==> src/rtl/mhp_pkg.sv <==
// Shared MHP framing definitions: lengths, TX state encoding and the SCS term weighting.
package mhp_pkg;

    localparam int HDR_LEN = 7;
    localparam int SCS_LEN = 2;

    typedef enum logic {
        IDLE = 1'b0,
        SEND = 1'b1
    } tx_state_t;

    // Each checksummed byte is weighted by a left shift of (byte position mod 4).
    function automatic logic [15:0] scs_term(input logic [7:0] data_byte, input logic [1:0] index);
        return {8'h00, data_byte} << index;
    endfunction

endpackage

==> src/rtl/mhp_scs_accum.sv <==
// Running MHP frame checksum; next_sum exposes the sum including the byte on the inputs.
module mhp_scs_accum
    import mhp_pkg::*;
(
    input  logic        clk,
    input  logic        rst,
    input  logic        clear,
    input  logic        enable,
    input  logic [7:0]  data_byte,
    input  logic [1:0]  index,
    output logic [15:0] sum,
    output logic [15:0] next_sum
);

    assign next_sum = sum + scs_term(data_byte, index);

    always_ff @(posedge clk) begin
        if (rst || clear) begin
            sum <= '0;
        end else if (enable) begin
            sum <= next_sum;
        end
    end

endmodule

==> src/rtl/mhp_frame_tx.sv <==
// MHP frame serializer: captures header and payload on start, streams them byte-wise, appends SCS.
//   state | meaning
//   IDLE  | waiting for start, outputs quiet
//   SEND  | presenting byte idx of the captured frame on the stream
module mhp_frame_tx
    import mhp_pkg::*;
#(
    parameter int MAX_PAYLOAD = 42,
    parameter int PLEN_W      = 6
) (
    input  logic                     clk,
    input  logic                     rst,
    input  logic                     start,
    input  logic [15:0]              i_dst,
    input  logic [15:0]              i_src,
    input  logic [15:0]              i_size,
    input  logic                     i_dir,
    input  logic [6:0]               i_type,
    input  logic [MAX_PAYLOAD*8-1:0] i_payload,
    input  logic [PLEN_W-1:0]        i_payload_size,
    output logic [7:0]               o_wdata,
    output logic                     o_wvalid,
    input  logic                     i_wready,
    output logic                     busy,
    output logic                     done
);

    localparam int CNT_W = $clog2(MAX_PAYLOAD + HDR_LEN + SCS_LEN + 1);
    localparam logic [PLEN_W-1:0] MAX_N = PLEN_W'(MAX_PAYLOAD);

    tx_state_t                state;
    logic [15:0]              dst_q;
    logic [15:0]              src_q;
    logic [15:0]              size_q;
    logic [7:0]               dirtype_q;
    logic [MAX_PAYLOAD*8-1:0] payload_q;
    logic [CNT_W-1:0]         n_q;
    logic [CNT_W-1:0]         idx;

    logic [CNT_W-1:0] nxt_idx;
    logic [CNT_W-1:0] scs_lo_idx;
    logic [CNT_W-1:0] scs_hi_idx;
    logic [CNT_W-1:0] pl_idx;
    logic             accept;
    logic             scs_clear;
    logic             scs_en;
    logic [15:0]      scs_sum;
    logic [15:0]      scs_next;
    logic [7:0]       data_nxt;
    logic [7:0]       scs_byte;

    assign accept     = (state == SEND) && o_wvalid && i_wready;
    assign nxt_idx    = idx + CNT_W'(1);
    assign scs_lo_idx = n_q + CNT_W'(HDR_LEN);
    assign scs_hi_idx = scs_lo_idx + CNT_W'(1);
    assign pl_idx     = nxt_idx - CNT_W'(HDR_LEN);
    assign scs_clear  = (state == IDLE) && start;
    assign scs_en     = accept && (idx < scs_lo_idx);

    // Low SCS byte must already include the byte being accepted, hence next_sum.
    assign scs_byte = (nxt_idx == scs_lo_idx) ? 8'(scs_next) : 8'(scs_sum >> 8);

    mhp_scs_accum u_scs (
        .clk       (clk),
        .rst       (rst),
        .clear     (scs_clear),
        .enable    (scs_en),
        .data_byte (o_wdata),
        .index     (idx[1:0]),
        .sum       (scs_sum),
        .next_sum  (scs_next)
    );

    always_comb begin
        data_nxt = 8'(payload_q >> {pl_idx, 3'b000});
        case (nxt_idx)
            CNT_W'(1): data_nxt = dst_q[15:8];
            CNT_W'(2): data_nxt = src_q[7:0];
            CNT_W'(3): data_nxt = src_q[15:8];
            CNT_W'(4): data_nxt = size_q[7:0];
            CNT_W'(5): data_nxt = size_q[15:8];
            CNT_W'(6): data_nxt = dirtype_q;
            default:   ;
        endcase
    end

    always_ff @(posedge clk) begin
        if (rst) begin
            state     <= IDLE;
            o_wvalid  <= 1'b0;
            o_wdata   <= '0;
            busy      <= 1'b0;
            done      <= 1'b0;
            idx       <= '0;
            n_q       <= '0;
            dst_q     <= '0;
            src_q     <= '0;
            size_q    <= '0;
            dirtype_q <= '0;
            payload_q <= '0;
        end else begin
            done <= 1'b0;
            case (state)
                IDLE: begin
                    if (start) begin
                        dst_q     <= i_dst;
                        src_q     <= i_src;
                        size_q    <= i_size;
                        dirtype_q <= {i_dir, i_type};
                        payload_q <= i_payload;
                        n_q       <= CNT_W'((i_payload_size > MAX_N) ? MAX_N : i_payload_size);
                        idx       <= '0;
                        o_wdata   <= i_dst[7:0];
                        o_wvalid  <= 1'b1;
                        busy      <= 1'b1;
                        state     <= SEND;
                    end
                end
                SEND: begin
                    if (accept) begin
                        if (idx == scs_hi_idx) begin
                            o_wvalid <= 1'b0;
                            o_wdata  <= '0;
                            busy     <= 1'b0;
                            done     <= 1'b1;
                            idx      <= '0;
                            state    <= IDLE;
                        end else begin
                            idx <= nxt_idx;
                            if (nxt_idx >= scs_lo_idx) begin
                                o_wdata <= scs_byte;
                            end else begin
                                o_wdata <= data_nxt;
                            end
                        end
                    end
                end
                default: state <= IDLE;
            endcase
        end
    end

endmodule
==> config.mk <==
export PLATFORM = sky130hd
export DESIGN_NAME = mhp_frame_tx
export DESIGN_NICKNAME = d
export VERILOG_FILES = /design/src/rtl/mhp_pkg.sv /design/src/rtl/mhp_scs_accum.sv /design/src/rtl/mhp_frame_tx.sv
export SDC_FILE = /design/constraint.sdc
export NUM_CORES = 1
export LEC_CHECK = 0
export CELL_PAD_IN_SITES_DETAIL_PLACEMENT = 0
export CELL_PAD_IN_SITES_GLOBAL_PLACEMENT = 1
export CORE_MARGIN = 8
export CORE_UTILIZATION = 38
export DETAILED_ROUTE_END_ITERATION = 6
export PLACE_DENSITY_LB_ADDON = 0.2
export SETUP_SLACK_MARGIN = 0.5
export SLEW_MARGIN = 20
export SYNTH_ARGS = -nofsm -noshare
export SYNTH_HDL_FRONTEND = slang
export SYNTH_SLANG_ARGS = --single-unit
export TNS_END_PERCENT = 100
==> constraint.sdc <==
create_clock -name clk -period 4.8 [get_ports clk]
set_input_delay 1.44 -clock clk [delete_from_list [all_inputs] [get_ports clk]]
set_output_delay 1.44 -clock clk [all_outputs]
set_load 0.02 [all_outputs]
; After elaboration in Yosys (flattened, before gate mapping)
; Index checks and enable logic that the tools add are counted.
[totals]
ff_bits = 431
inputBits = 402
out_inout_bits = 11
wordCells = 65
[op_classes]
n_addsub = 5
order_cmp = 3
eq_ne = 11
shifts = 2
mux = 21
n_bitwise = 2
reduce_logical = 9
[ops]
columns = operator, n
row1 = >> shifter 336 x 9 -> 8 bit, 1
row2 = case mux 8 bit (6 select lines), 1
row3 = two-way mux 8 bit, 5
row4 = two-way mux 6 bit, 4
row5 = equality test 6 x 3 -> 1 bit (second input constant), 3
row6 = adder 16 bit, 1
row7 = case mux 8 bit (2 select lines), 1
row8 = << shifter 8 x 2 -> 16 bit, 1
row9 = adder 6 x 1 -> 6 bit (second input constant), 2
row10 = equality test 6 x 2 -> 1 bit (second input constant), 2
row11 = equality test 6 bit, 2
row12 = case mux 6 bit (2 select lines), 1
row13 = two-way mux 1 bit, 7
row14 = adder 6 x 3 -> 6 bit (second input constant), 1
row15 = equality test 6 x 1 -> 1 bit (second input constant), 1
row16 = >= comparator 6 bit, 1
row17 = greater-than comparator 6 bit (second input constant), 1
row18 = < comparator 6 bit, 1
row19 = subtractor 6 x 3 -> 6 bit (second input constant), 1
row20 = logical AND 1 bit, 4
row21 = inequality test 2 x 1 -> 1 bit (second input constant), 2
row22 = case mux 1 bit (2 select lines), 2
row23 = AND reduction 2 bit, 2
row24 = AND reduction 3 bit, 1
row25 = other kinds (4), 5

; Longest topological paths before layout
[logic_depth]
word_depth = 8
mapped_depth = 17
mapped_depth_nobuf = 12

; Cells and area by module
; Synthesis repeated with hierarchy kept, for this count alone.
[unflattened]
cells_unflattened = 2332
area_unflattened_um2 = 19799.0
[modules_own_cells]
columns = mod, n_inst, cells_each, area_per_inst_um2, seq_area_each_um2
row1 = mhp_frame_tx, 1, 2148, 18256.3, 8147.8
row2 = mhp_scs_accum, 1, 184, 1542.7, 320.3

; Least setup slack after synthesis
; No wires, ideal clock.
[synth_path]
path_type = register to register
startpoint = register idx[0]
endpoint = register u_scs.sum[14]
setup_ns = 0.072
t_arrival_ns = 3.803
slack_ns = 0.926
stages_incl_launch_ff = 18
synth_period_minus_slack_ns = 3.874
path_cell_list = dfxtp_1 buf_2 buf_4 buf_4 buf_2 buf_2 buf_1 mux2i_1 nor2_1 fa_1 a21o_1 a21oi_1 o211ai_1 a31o_2 a21oi_1 o21bai_1 nand4_1 mux2i_1
[synth_via]
elab_chain_len = 2
word_cells_on_any_way = 4
[synth_lines]
columns = item, line_no
row1 = start: declaration, mhp_frame_tx.sv:38  ; logic [CNT_W-1:0] idx;
row2 = start signal: assignment, mhp_frame_tx.sv:129  ; idx <= nxt_idx;
row3 = << shifter 8 x 2 -> 16 bit or < comparator 6 bit (tied branches), "mhp_pkg.sv:14, mhp_frame_tx.sv:58"
row4 = adder 16 bit or logical AND 1 bit (tied branches), "mhp_scs_accum.sv:15, mhp_frame_tx.sv:58"
row5 = end signal: assignment, mhp_scs_accum.sv:21  ; sum <= next_sum;
row6 = end: declaration, mhp_scs_accum.sv:11  ; output logic [15:0] sum,
; Several ways; a longest one is shown, not always the timed one.
; A chain may end at the register's enable or synchronous reset.

; Worst setup path after layout
[layout_path]
startpoint = register idx[0]
endpoint = register o_wdata[6]
[layout_via]
elab_chain_len = 8
word_cells_on_any_way = 20
[layout_lines]
columns = item, line_no
row1 = adder 6 x 1 -> 6 bit, mhp_frame_tx.sv:53  ; assign nxt_idx = idx + CNT_W'(1);
row2 = subtractor 6 x 3 -> 6 bit, mhp_frame_tx.sv:56  ; assign pl_idx = nxt_idx - CNT_W'(HDR_LEN);
row3 = >> shifter 336 x 9 -> 8 bit, mhp_frame_tx.sv:75  ; data_nxt = 8'(payload_q >> {pl_idx, 3'b000});
row4 = case mux 8 bit (6 select lines), mhp_frame_tx.sv:76  ; case (nxt_idx)
row5 = two-way mux 8 bit, mhp_frame_tx.sv:130  ; if (nxt_idx >= scs_lo_idx) begin
row6 = two-way mux 8 bit *, mhp_frame_tx.sv:121  ; if (idx == scs_hi_idx) begin
row7 = two-way mux 8 bit *, mhp_frame_tx.sv:120  ; if (accept) begin
row8 = case mux 8 bit (2 select lines) *, mhp_frame_tx.sv:103  ; case (state)
row9 = end signal: assignment, mhp_frame_tx.sv:113  ; o_wdata <= i_dst[7:0];
row10 = end signal: assignment, mhp_frame_tx.sv:131  ; o_wdata <= scs_byte;
row11 = end signal: assignment, mhp_frame_tx.sv:133  ; o_wdata <= data_nxt;
row12 = end: declaration, mhp_frame_tx.sv:21  ; output logic [7:0] o_wdata,
; Mark *: on every way between the ends. The rest lies on a longest branch, timed or not. The select of a mux whose other input is x is not followed.

==> run metrics <==
Clock H-tree levels=2; Bufs on Longest Clock Path=3; number of synthesis warnings=0; R2R Path End=o_wdata[6]$_SDFFE_PP0P_; GRT Total Usage=23.6%; fin crit share=82.6%; wire per inst=21.3 um; layout cells sized above 1=8.03%; I/O Pins=413; first-pass GRT wire length=112 mm; Detailed Route WL=73.8 mm; Clock Pin Slew Worst Setup and Hold Paths=0.07 ns; Leak=9.51 nW; most numerous cell in the Yosys netlist=nand2_1; hold depth=2; critical path endpoint=o_wdata[6]$_SDFFE_PP0P_; CP Class=flop to flop; peak supply drop=0.239 mV; Post-DP HPWL=53.6 mm; Post-CTS Setup Bufs=0; ANT nets after route=0; reg2reg setup slack=0.83 ns; worst hold start=payload_q[129]$_SDFFE_PP0P_; # hold bufs at CTS=0; largest net degree at the start of global routing=247; initial antenna violation count=10; Final Hold Viols=0; cell area after layout=26100 sq um; syn_area_per_cell=8.19 sq um; Reg2Reg Launch Point=idx[0]$_SDFFE_PP0P_; Die Y=246 um; Post-Syn Instances=2452; CP arrival=4.42 ns; GRT overflow=0; non-filler cells, final=3469; drt initial violations=1457; Synth top cells by count=849 x nand2_1, 426 x a21oi_1, 423 x dfxtp_1, 138 x clkbuf_1, 83 x mux4_2; fmax=252 MHz; Main synth FF type=dfxtp_1; Net Count, Synth=2879; Reg2Reg Depth=12; number of remaining DRC errors=0; Util after Layout=49.8%; crit-path max FO=26; leading area contributor after synthesis=dfxtp_1; cts bufs inserted=47; Synth cell types=86; FFs w/ async S/R, synth=0%; clk_lat worst skew=0.58 ns; #FFs+latches synth=423; pwr dens=331 nW/um^2; FILL cells=5060; TritonCTS clock tree=built; Nets=3171; Post-Place Cell Area=24600 sq um; setup_tns=0 ns; clock root buffer=clkbuf_16; crit path from=idx[0]$_SDFFE_PP0P_; GP Congestion=0.906; Placed Cells=3383; slowest library cell on the worst path=dfxtp_4; DRT Pass-1 Iters=7; crit path cell chain=clkinv_1 -> ha_1 -> buf_4 -> or2_4 -> buf_12 -> mux4_2 -> mux2i_1 -> nor2_1 -> o2111ai_1 -> o311ai_1 -> a221o_1 -> o2bb2ai_1; PortBufs=412; RSZ-0062 raised after global routing=false; post-synth top area share=42.2%; Final Slew Violations=0; Die Area=60500 sq um; die width=246 um; Core Region=52400 sq um; area grow syn2layout=30.1%; starting density of the core=38.3%; Startpoint Class=flop; Mapped Area=20100 sq um; Final setup viols=0; row count=84; status=finished, final reports clean; fin crit period=3.97 ns; clock sinks=423; number of flops mapped to enable cells by yosys=0; vias in the first global route=18500; Worst Tran Pin Value=1.17 ns; Slew HR=22.1%; largest stage delay on the critical path=0.58 ns; Hold Path Class=flop to flop; crit path capture type=flop; via count=18700; Vias per Instance=5.39; PostCTS Resize Cnt=0; sequential share of the synthesized area=42.2%; Worst Clk Skew=0.0194 ns; Area contributors post-synth=dfxtp_1 42%, nand2_1 16%, a21oi_1 11%, mux4_2 9.3%, mux2i_1 2.8%; worst path required time=5.26 ns; max cap viols=0
-- power breakdown --
part	switching, mW	internal [mW]
clock	1.47	2.14
sequential	0.121	3.71
combinational	0.612	0.590
total	2.21	6.44
-- cell usage in the layout (no fill, tap or decap), types with 7 or more instances in the layout --
master,n
nor2_1,68
a31oi_1,10
ha_1,24
clkinv_2,10
dfxtp_1,422
a221oi_1,10
and2_1,7
a22oi_1,8
mux2_2,11
nor3_1,19
nor2b_1,12
a211oi_1,14
a21oi_1,426
mux4_2,83
inv_1,13
o21ai_0,22
clkdlybuf4s50_1,411
buf_4,19
mux2i_1,57
nand2_1,847
nand2b_1,7
clkbuf_8,10
nand3_1,23
clkbuf_1,9
buf_12,8
clkbuf_16,48
xnor2_1,14
and3_1,11
a2111oi_0,9
-- state kept, by name, summed over array words and instances (netlist names) --
name,flops
n_q,6
u_scs.sum,16
o_wdata,8
dirtype_q,8
busy,1
payload_q,336
size_q,16
src_q,16
done,1
state,1
dst_q,8
idx,6
-- cell families after synthesis --
group / Yosys count / share of synthesized area [%]
and+or+nand+nor: 1029 / 20.5
AOI/OAI and AO/OA: 583 / 17.0
DFF: 423 / 42.2
buffers and inverters: 214 / 4.44
muxes: 151 / 12.8
xor gates and xnor gates: 26 / 1.52
adders and majority gates: 26 / 1.64
-- cell type report --
cell class / instances / area (sq um) / share of cell area, %
inverters: 17 / 63.8 / 0.244
clock inverters: 15 / 165 / 0.632
well taps: 688 / 861 / 3.29
repair buffers: 440 / 4440 / 17.0
multi-input cells: 1815 / 10800 / 41.1
diodes: 4 / 10.0 / 0.0383
flip-flops and latches: 423 / 8470 / 32.4
clock buffers: 67 / 1370 / 5.25
-- per-stage QoR --
| step | total power [mW] | setup slack, ns | hold WS [ns] |
|---|---|---|---|
| finish | 8.64 | 0.833 | 0.450 |
| CTS | 8.74 | 0.904 | 0.451 |
| detailed placement | 5.11 | 0.689 | 0.443 |
| global placement | 5.09 | 0.694 | 0.438 |
| global route | 9.02 | 0.632 | 0.469 |
| floorplan | 4.49 | 0.926 | 0.433 |
-- how the worst min path moves through the flow --
stage	endpoint	slack [ns]
global route	payload_q[159]$_SDFFE_PP0P_	0.47
floorplan	payload_q[329]$_SDFFE_PP0P_	0.43
CTS	payload_q[179]$_SDFFE_PP0P_	0.45
detailed placement	payload_q[179]$_SDFFE_PP0P_	0.44
finish	payload_q[129]$_SDFFE_PP0P_	0.45
global placement	payload_q[139]$_SDFFE_PP0P_	0.44
-- critical path: cells and delay by family, from the launching register on --
family                   cells  cell delay (ns)
buffers and inverters        3             0.74
adder cells (fa/ha/maj)      1             0.28
multiplexers                 2             0.67
flip-flops                   1             0.58
AND/OR/NAND/NOR              2             0.50
AO/OA/AOI/OAI                4             1.02
-- routing by layer --
metal	part of all wire (%)	wire length [um]	global-route usage, %	vias up
li1	-	-	-	9048
met5	0.076	56	0	-
met4	1.7	1280	5.38	10
met1	43	31900	30.8	8982
met2	49	35800	39.7	574
met3	6.5	4790	4.91	89
(Power assumes the default switching activity.)
